## src/rtl/ppu_vga_scanout.sv

```systemverilog
`default_nettype none
// ============================================================================
//  Module      : ppu_vga_scanout
//  Description : Double-buffered framebuffer front end for the PPU.
//                - Write path: accepts PPU pixel writes (256x240) and forwards
//                  them, one clk later, into the back half of an external
//                  framebuffer RAM.
//                - Scan path: reads the front half out as 640x480@60 VGA with
//                  2x scaling (512x480 centred, 64-pixel side borders).
//                - Buffers swap at the start of vertical blank, but only once
//                  the PPU has written the last pixel of a frame.
//                - vga_done tells the PPU that vertical blank has begun and
//                  that any pending swap has taken effect.
//  Ports       : clk, rst (async, active-low)
//                vga_row/vga_col/vga_data/vga_write_en : PPU pixel writes
//                vga_done                              : vblank indicator
//                fb_wr_en/fb_wr_addr/fb_wr_data        : RAM write port
//                fb_rd_addr/fb_rd_data                 : RAM read port (1 clk)
//                hsync/vsync/de/pix_idx                : VGA pixel stream
//                swap_pulse                            : display buffer toggled
//  Revision    : 1.0 - initial release
// ============================================================================
module ppu_vga_scanout #(
    parameter int         PIX_DIV    = 2,      // clk cycles per VGA pixel, >= 2
    parameter logic [7:0] BORDER_IDX = 8'h0F,  // colour index of side borders
    // Raster geometry; defaults give standard 640x480@60 timing.
    parameter int         H_ACTIVE   = 640,
    parameter int         H_FRONT    = 16,
    parameter int         H_SYNC     = 96,
    parameter int         H_BACK     = 48,
    parameter int         H_BORDER   = 64,
    parameter int         V_ACTIVE   = 480,
    parameter int         V_FRONT    = 10,
    parameter int         V_SYNC     = 2,
    parameter int         V_BACK     = 33
) (
    input  logic        clk,
    input  logic        rst,
    input  logic [8:0]  vga_row,
    input  logic [8:0]  vga_col,
    input  logic [7:0]  vga_data,
    input  logic        vga_write_en,
    output logic        vga_done,
    output logic        fb_wr_en,
    output logic [16:0] fb_wr_addr,
    output logic [7:0]  fb_wr_data,
    output logic [16:0] fb_rd_addr,
    input  logic [7:0]  fb_rd_data,
    output logic        hsync,
    output logic        vsync,
    output logic        de,
    output logic [7:0]  pix_idx,
    output logic        swap_pulse
);

    localparam int               DIV_W        = $clog2(PIX_DIV);
    localparam logic [DIV_W-1:0] C_DIV_LAST   = DIV_W'(PIX_DIV - 1);
    localparam logic [9:0]       C_H_ACTIVE   = 10'(H_ACTIVE);
    localparam logic [9:0]       C_H_TOTAL    = 10'(H_ACTIVE + H_FRONT + H_SYNC + H_BACK);
    localparam logic [9:0]       C_HS_START   = 10'(H_ACTIVE + H_FRONT);
    localparam logic [9:0]       C_HS_END     = 10'(H_ACTIVE + H_FRONT + H_SYNC);
    localparam logic [9:0]       C_WIN_START  = 10'(H_BORDER);
    localparam logic [9:0]       C_WIN_END    = 10'(H_ACTIVE - H_BORDER);
    localparam logic [9:0]       C_V_ACTIVE   = 10'(V_ACTIVE);
    localparam logic [9:0]       C_V_TOTAL    = 10'(V_ACTIVE + V_FRONT + V_SYNC + V_BACK);
    localparam logic [9:0]       C_VS_START   = 10'(V_ACTIVE + V_FRONT);
    localparam logic [9:0]       C_VS_END     = 10'(V_ACTIVE + V_FRONT + V_SYNC);

    // ------------------------------------------------------------------
    // Pixel clock enable and raster counters
    // ------------------------------------------------------------------
    logic [DIV_W-1:0] r_div;
    logic [9:0]       r_h_cnt;
    logic [9:0]       r_v_cnt;
    logic [9:0]       w_v_next;
    logic             w_pix_ce;
    logic             w_h_last;
    logic             w_line_end;

    assign w_pix_ce   = (r_div == C_DIV_LAST);
    assign w_h_last   = (r_h_cnt == C_H_TOTAL - 10'd1);
    assign w_line_end = w_pix_ce && w_h_last;
    assign w_v_next   = (r_v_cnt == C_V_TOTAL - 10'd1) ? 10'd0 : r_v_cnt + 10'd1;

    always_ff @(posedge clk or negedge rst) begin
        if (!rst) begin
            r_div <= '0;
        end else if (w_pix_ce) begin
            r_div <= '0;
        end else begin
            r_div <= r_div + 1'b1;
        end
    end

    always_ff @(posedge clk or negedge rst) begin
        if (!rst) begin
            r_h_cnt <= 10'd0;
            r_v_cnt <= 10'd0;
        end else if (w_pix_ce) begin
            r_h_cnt <= w_h_last ? 10'd0 : r_h_cnt + 10'd1;
            if (w_h_last) begin
                r_v_cnt <= w_v_next;
            end
        end
    end

    // ------------------------------------------------------------------
    // Frame handshake: completion flag, buffer swap, vga_done
    // ------------------------------------------------------------------
    logic r_disp_buf;
    logic r_frame_complete;
    logic r_vga_done;
    logic r_swap_pulse;
    logic w_wr_accept;
    logic w_wr_last;
    logic w_swap;

    assign w_wr_accept = vga_write_en && (vga_row < 9'd240) && (vga_col < 9'd256);
    assign w_wr_last   = w_wr_accept && (vga_row == 9'd239) && (vga_col == 9'd255);

    // The swap looks at the flag as it stood before this edge, so a
    // completing write landing on the swap edge itself waits a whole frame.
    assign w_swap = w_line_end && (r_v_cnt == C_V_ACTIVE - 10'd1) && r_frame_complete;

    always_ff @(posedge clk or negedge rst) begin
        if (!rst) begin
            r_disp_buf       <= 1'b0;
            r_frame_complete <= 1'b0;
            r_swap_pulse     <= 1'b0;
            r_vga_done       <= 1'b0;
        end else begin
            r_swap_pulse <= w_swap;
            if (w_swap) begin
                r_disp_buf <= ~r_disp_buf;
            end
            if (w_wr_last) begin
                r_frame_complete <= 1'b1;
            end else if (w_swap) begin
                r_frame_complete <= 1'b0;
            end
            // Rises on the same edge as any swap, so writes the PPU issues
            // after seeing it already target the new back buffer.
            if (w_line_end) begin
                r_vga_done <= (w_v_next >= C_V_ACTIVE);
            end
        end
    end

    // ------------------------------------------------------------------
    // Write path: one register stage into the back buffer
    // ------------------------------------------------------------------
    logic        r_fb_wr_en;
    logic [16:0] r_fb_wr_addr;
    logic [7:0]  r_fb_wr_data;

    always_ff @(posedge clk or negedge rst) begin
        if (!rst) begin
            r_fb_wr_en   <= 1'b0;
            r_fb_wr_addr <= 17'd0;
            r_fb_wr_data <= 8'd0;
        end else begin
            r_fb_wr_en <= w_wr_accept;
            if (w_wr_accept) begin
                r_fb_wr_addr <= {~r_disp_buf, vga_row[7:0], vga_col[7:0]};
                r_fb_wr_data <= vga_data;
            end
        end
    end

    // ------------------------------------------------------------------
    // Read path: address straight from the live counters, 2x downscaled
    // ------------------------------------------------------------------
    logic [9:0] w_x;
    logic       w_in_window;
    logic       w_unused_bits;

    assign w_x         = r_h_cnt - C_WIN_START;
    assign w_in_window = (r_h_cnt >= C_WIN_START) && (r_h_cnt < C_WIN_END) &&
                         (r_v_cnt < C_V_ACTIVE);
    assign fb_rd_addr  = w_in_window ? {r_disp_buf, r_v_cnt[8:1], w_x[8:1]} : 17'd0;

    // Only bits [8:1] feed the address; the rest are intentionally dropped.
    assign w_unused_bits = ^{r_v_cnt[9], r_v_cnt[0], w_x[9], w_x[0]};

    // ------------------------------------------------------------------
    // Output stage
    // The counter values seen by the RAM are captured on the pix_ce edge
    // and decoded one clk later, when the RAM data for that same address
    // is on fb_rd_data. Every output thus carries the same latency.
    // ------------------------------------------------------------------
    logic       r_ce_d;
    logic [9:0] r_h_q;
    logic [9:0] r_v_q;
    logic       w_q_visible;
    logic       w_q_window;
    logic       r_hsync;
    logic       r_vsync;
    logic       r_de;
    logic [7:0] r_pix_idx;

    assign w_q_visible = (r_h_q < C_H_ACTIVE) && (r_v_q < C_V_ACTIVE);
    assign w_q_window  = w_q_visible && (r_h_q >= C_WIN_START) && (r_h_q < C_WIN_END);

    always_ff @(posedge clk or negedge rst) begin
        if (!rst) begin
            r_ce_d <= 1'b0;
            r_h_q  <= 10'd0;
            r_v_q  <= 10'd0;
        end else begin
            r_ce_d <= w_pix_ce;
            if (w_pix_ce) begin
                r_h_q <= r_h_cnt;
                r_v_q <= r_v_cnt;
            end
        end
    end

    always_ff @(posedge clk or negedge rst) begin
        if (!rst) begin
            r_hsync   <= 1'b1;
            r_vsync   <= 1'b1;
            r_de      <= 1'b0;
            r_pix_idx <= 8'd0;
        end else if (r_ce_d) begin
            r_de    <= w_q_visible;
            r_hsync <= !((r_h_q >= C_HS_START) && (r_h_q < C_HS_END));
            r_vsync <= !((r_v_q >= C_VS_START) && (r_v_q < C_VS_END));
            if (!w_q_visible) begin
                r_pix_idx <= 8'd0;
            end else if (w_q_window) begin
                r_pix_idx <= fb_rd_data;
            end else begin
                r_pix_idx <= BORDER_IDX;
            end
        end
    end

    assign vga_done   = r_vga_done;
    assign swap_pulse = r_swap_pulse;
    assign fb_wr_en   = r_fb_wr_en;
    assign fb_wr_addr = r_fb_wr_addr;
    assign fb_wr_data = r_fb_wr_data;
    assign hsync      = r_hsync;
    assign vsync      = r_vsync;
    assign de         = r_de;
    assign pix_idx    = r_pix_idx;

endmodule
`default_nettype wire
```

## config.mk

```make
export PLATFORM = sky130hd
export DESIGN_NAME = ppu_vga_scanout
export DESIGN_NICKNAME = d
export VERILOG_FILES = /design/src/rtl/ppu_vga_scanout.sv
export SDC_FILE = /design/constraint.sdc
export NUM_CORES = 1
export LEC_CHECK = 0
export ABC_AREA = 1
export CAP_MARGIN = 20
export CELL_PAD_IN_SITES_DETAIL_PLACEMENT = 0
export CELL_PAD_IN_SITES_GLOBAL_PLACEMENT = 1
export CORE_MARGIN = 10
export CORE_UTILIZATION = 39
export DETAILED_ROUTE_END_ITERATION = 10
export PLACE_DENSITY = 0.95
export SLEW_MARGIN = 20
export SYNTH_ARGS = -nofsm -noshare
export SYNTH_HDL_FRONTEND = slang
export SYNTH_SLANG_ARGS = --single-unit
```

## constraint.sdc

```tcl
create_clock -name clk -period 4.8 [get_ports clk]
set_input_delay 0.96 -clock clk [delete_from_list [all_inputs] [get_ports clk]]
set_output_delay 0.96 -clock clk [all_outputs]
set_load 0.02 [all_outputs]
```

Word level (Yosys, flattened, before mapping)
Cells that the tools add are included.
{"block": "classes", "mux": 8, "bitwise": 1, "order_cmp": 14, "add_sub_neg": 4, "eq_ne": 5, "n_reduce_logical": 18}
{"operator": "$lt 10x10->1 const B", "count": 4}
{"operator": "$lt 10x9->1 const B", "count": 3}
{"operator": "$add 10x1->10 const B", "count": 2}
{"operator": "$eq 10x10->1 const B", "count": 2}
{"operator": "$ge 10x7->1 const B", "count": 2}
{"operator": "$ge 10x9->1 const B", "count": 2}
{"operator": "$mux 10", "count": 2}
{"operator": "$eq 9x8->1 const B", "count": 2}
{"operator": "$mux 17", "count": 1}
{"operator": "$mux 8", "count": 2}
{"operator": "$logic_and 1x1->1", "count": 14}
{"operator": "$eq 10x9->1 const B", "count": 1}
{"operator": "$ge 10x10->1 const B", "count": 1}
{"operator": "$lt 9x8->1 const B", "count": 1}
{"operator": "$lt 9x9->1 const B", "count": 1}
{"operator": "$sub 9x7->9 const B", "count": 1}
{"operator": "$mux 1", "count": 3}
{"operator": "$logic_not 1->1", "count": 2}
{"operator": "$reduce_and 2->1", "count": 1}
{"operator": "$reduce_bool 2->1", "count": 1}
{"operator": "$add 1x1->1 const B", "count": 1}
{"operator": "$not 1->1", "count": 1}
{"block": "word_totals", "output_inout_bits": 56, "register_bits": 83, "word_cells": 67, "inputBits": 37}

Longest topological paths before layout
{"block": "logic_depth", "ltp_word": 6, "mapped_depth": 10, "mapped_depth_nobuf": 9}

Least setup slack after synthesis
Ideal clock, no wire load.
{"block": "synth_timing", "kind": "register -> output", "startpoint": "reg r_h_cnt[7]", "endpoint": "out fb_rd_addr[0]", "slack_ps": 2287, "n_path_buf": 1, "t_required_ps": 3840, "path_stages_with_launch": 8, "t_arrival_ps": 1553, "cell_sequence": "dfrtp_1 -> inv_1 -> ha_1 -> nand2_1 -> a21oi_1 -> nand3_2 -> buf_2 -> nor2_1"}
{"block": "synth_between", "elab_chain_len": 4, "elab_cells_between_ends": 5, "classes_between": "order compare: 2; mux: 1; reduce/logical: 2"}
{"element": "start, declared", "line_no": "73", "source": "logic [9:0] r_h_cnt;"}
{"element": "start signal, assigned", "line_no": "100", "source": "r_h_cnt <= w_h_last ? 10'd0 : r_h_cnt + 10'd1;"}
{"element": "$ge 10x7->1 or $lt 10x10->1 (tied branches)", "line_no": "178", "source": "assign w_in_window = (r_h_cnt >= C_WIN_START) && (r_h_cnt < C_WIN_END) &&"}
{"element": "$logic_and 1x1->1 (*) (2 in series)", "line_no": "178"}
{"element": "$mux 17 (*)", "line_no": "180", "source": "assign fb_rd_addr = w_in_window ? {r_disp_buf, r_v_cnt[8:1], w_x[8:1]} : 17'd0;"}
{"element": "end, declared", "line_no": "47", "source": "output logic [16:0] fb_rd_addr,"}
Every way passes the cells marked *; elsewhere a longest branch is shown, timed or not.

Final worst setup path
{"block": "layout_timing", "startpoint": "reg r_h_cnt[6]", "endpoint": "out fb_rd_addr[7]"}
{"block": "layout_between", "elab_chain_len": 4, "elab_cells_between_ends": 6, "classes_between": "add/sub: 1; order compare: 2; mux: 1; reduce/logical: 2"}
{"element": "$ge 10x7->1 or $lt 10x10->1 (tied branches)", "line_no": "178"}
{"element": "$logic_and 1x1->1 (2 in series)", "line_no": "178"}
{"element": "$mux 17 (*)", "line_no": "180"}
Marked as above.

==> impl_metrics.csv <==
group,metric,value,unit
clock_network,cts_buffers,9,
detailed_routing,route.detailed.drc,0,
timing,hold_slack,482,ps
clock_network,hold_buffers,0,
finish,final_common_cell,"nand2_1",
clock_network,clockBufferDepth,2,
clock_network,cts-resized-gates,0,
placement,place_ws,1550,ps
finish,n_fill_cell,866,
die,die_area,0.0138,sq mm
worst_setup_path,r2r_cells,9,
finish,fin_area,0.00499,sq mm
timing,setup_violations,0,
worst_setup_path,critPathKind,"reg2out",
timing,rsz0062_at_grt,"false",
detailed_routing,wl_per_cell,14.2,microns
finish,regArea,0.00195,sq mm
power,p_per_area,304,mW/mm^2
finish,nets,584,
timing,hold_viol,0,
synth,synth_nets,492,
synth,synth-seq-cells,78,
synth,ys_types,32,
finish,fin_util,0.540,
die,io_pins,93,
grt,antenna_found_initial,0,
detailed_routing,routed-via-count,3171,
finish,multi_input_area,0.00149,sq mm
timing,slew-limit-headroom,0.434,
synth,synthArstFlopShare,1.00,
grt,grt_pass1_vias,3063,
worst_setup_path,worstPathArrival,2660,ps
worst_setup_path,cp-start-kind,"register",
synth,synth_area,0.00370,sq mm
power,power_leakage,2.32,nW
synth,synth_edf_count,0,
worst_setup_path,r2r-start,"r_div$_DFF_PN0_",
synth,yosys_warnings,0,
synth,synthFlopType,"dfrtp_1",
timing,finClkSkew,3.59,ps
synth,synth_top_area_share,0.514,
worst_setup_path,critPathLaunch,"r_h_cnt[6]$_DFFE_PN0P_",
synth,syn_avg_cell_area,8.28,sq um
worst_setup_path,r2r_end,"r_h_cnt[9]$_DFFE_PN0P_",
worst_setup_path,cp_max_fo,17,
timing,worst_slack,1180,ps
clock_network,clk_latency,350,ps
grt,grt_pass1_wl,15700,microns
detailed_routing,ant_nets,0,
worst_setup_path,worst_ep_required_time,3840,ps
die,rows,35,
detailed_routing,route.detailed.vias_per_inst,4.71,
die,die_h,117,microns
outcome,outcome,"complete, no violations",
die,initial_utilization,0.401,
timing,tns,0,ps
timing,fmax,276,MHz
clock_network,path_clk_slew,80,ps
synth,synth_top_cell_by_area,"dfrtp_1",
placement,dpl_cell_area,0.00473,sq mm
finish,insertedDiodeCount,0,
worst_setup_path,r2r_setup_slack,2910,ps
detailed_routing,routed_wl,9540,microns
power,total_power,1.52,mW
timing,period_minus_slack,3620,ps
power,peakVddDrop,0.000114,V
synth,syn_inst,447,
synth,ys_seq_area_frac,0.528,
clock_network,cts_tree,"done",
placement,dpl.hpwl,7250,microns
finish,final_cell_mix,"nand2_1 (143), clkdlybuf4s50_1 (91), dfrtp_1 (76), inv_1 (50), nor2_1 (36)",
worst_setup_path,endpoint,"fb_rd_addr[7]",
finish,final_cells,673,
die,die_width,117,microns
timing,tightest_slew,849,ps
placement,dp_cells,656,
grt,track_usage,0.138,
grt,grt_max_degree,79,
detailed_routing,detail_route.iter0.violations,194,
clock_network,cts_root_buf,"clkbuf_8",
run,max-cap-violations,0,
detailed_routing,firstDrtPassIters,5,
die,fp.coreArea,0.00924,sq mm
synth,synth_area_leaders,"dfrtp_1 (51%), nand2_1 (15%), inv_1 (5.1%), o21ai_0 (4.5%), nor2_1 (3.7%)",
clock_network,h-tree-depth,3,
grt,grt_overflow,0,
timing,timing.final.crit_share,0.754,
finish,syn2layout_area_growth,34.9,%
placement,portBuffers,92,
timing,slew_viol_final,0,
placement,globalplace.congestion,0.820,
clock_network,post-cts-setup-buffers,0,
worst_setup_path,endpoint_kind,"primary output",
finish,drive_above_1_share,0.0790,
worst_hold_path,min_path_type,"in2async",
clock_network,clock-sinks,78,
[how the worst min path moves through the flow]
| stage | end | slack [ps] | startpoint |
|---|---|---|---|
| floorplan | r_ce_d$_DFF_PN0_ | 370 | r_div$_DFF_PN0_ |
| global placement | fb_wr_data[3]$_DFFE_PN0P_ | 460 | fb_wr_data[3]$_DFFE_PN0P_ |
| detailed placement | fb_wr_data[5]$_DFFE_PN0P_ | 460 | fb_wr_data[5]$_DFFE_PN0P_ |
| CTS | fb_wr_data[5]$_DFFE_PN0P_ | 490 | fb_wr_data[5]$_DFFE_PN0P_ |
| global route | r_disp_buf$_DFFE_PN0P_ | 480 | rst |
| finish | fb_wr_data[1]$_DFFE_PN0P_ | 480 | rst |
[synthesized netlist by cell type, types with 6 or more instances]
| cell type | count |
|---|---|
| dfrtp_1 | 76 |
| nand4_1 | 8 |
| nand3_1 | 21 |
| ha_1 | 8 |
| nand2_1 | 143 |
| clkbuf_1 | 9 |
| nor2_1 | 36 |
| a21oi_1 | 14 |
| nor2_2 | 6 |
| o21ai_0 | 33 |
| inv_1 | 50 |
[power by group]
group,total [mW],switching (mW),leakage [nW],internal (mW)
clock network,0.591,0.246,0.121,0.346
registers,0.711,0.0186,0.994,0.693
logic,0.214,0.109,1.20,0.105
[routing by layer]
| metal | up-vias | track usage | share of wire | routed length, microns |
|---|---|---|---|---|
| li1 | 1599 | - | - | - |
| met5 | - | 0 | 0 | 0 |
| met3 | 11 | 0.0264 | 0.038 | 360 |
| met2 | 62 | 0.233 | 0.51 | 4840 |
| met1 | 1499 | 0.168 | 0.44 | 4170 |
| met4 | 0 | 0.0548 | 0.018 | 169 |
[final cells by class]
cell class	instances	area share
flip-flops and latches	78	0.391
multi-input cells	305	0.299
repair buffers	94	0.191
inverters	51	0.0388
well taps	129	0.0323
clock buffers	10	0.0256
clock inverters	6	0.0218
[logic make-up after synthesis]
| kind of cell | Yosys count | share of synthesized area |
|---|---|---|
| flip-flops | 78 | 0.528 |
| adder cells (fa/ha/maj) | 8 | 0.0270 |
| XOR/XNOR | 5 | 0.0118 |
| AO/OA/AOI/OAI | 56 | 0.0801 |
| buffers and inverters | 64 | 0.0686 |
| AND/OR/NAND/NOR | 236 | 0.284 |
[critical path: stages (launching register included)]
cell	delay (ps)
dfrtp_1	500
inv_1	110
ha_1	220
nand2_1	100
nor2_1	50
o21ai_1	110
nand3_2	330
a21oi_1	250
clkdlybuf4s50_1	640
[registers in the layout, summed over array words and instances, names as in the netlist, 6 cells and up]
| register | cells |
|---|---|
| fb_wr_addr | 17 |
| r_v_cnt | 10 |
| fb_wr_data | 8 |
| r_h_cnt | 10 |
| pix_idx | 8 |
| r_v_q | 9 |
| r_h_q | 6 |
(Power assumes the default switching activity.)
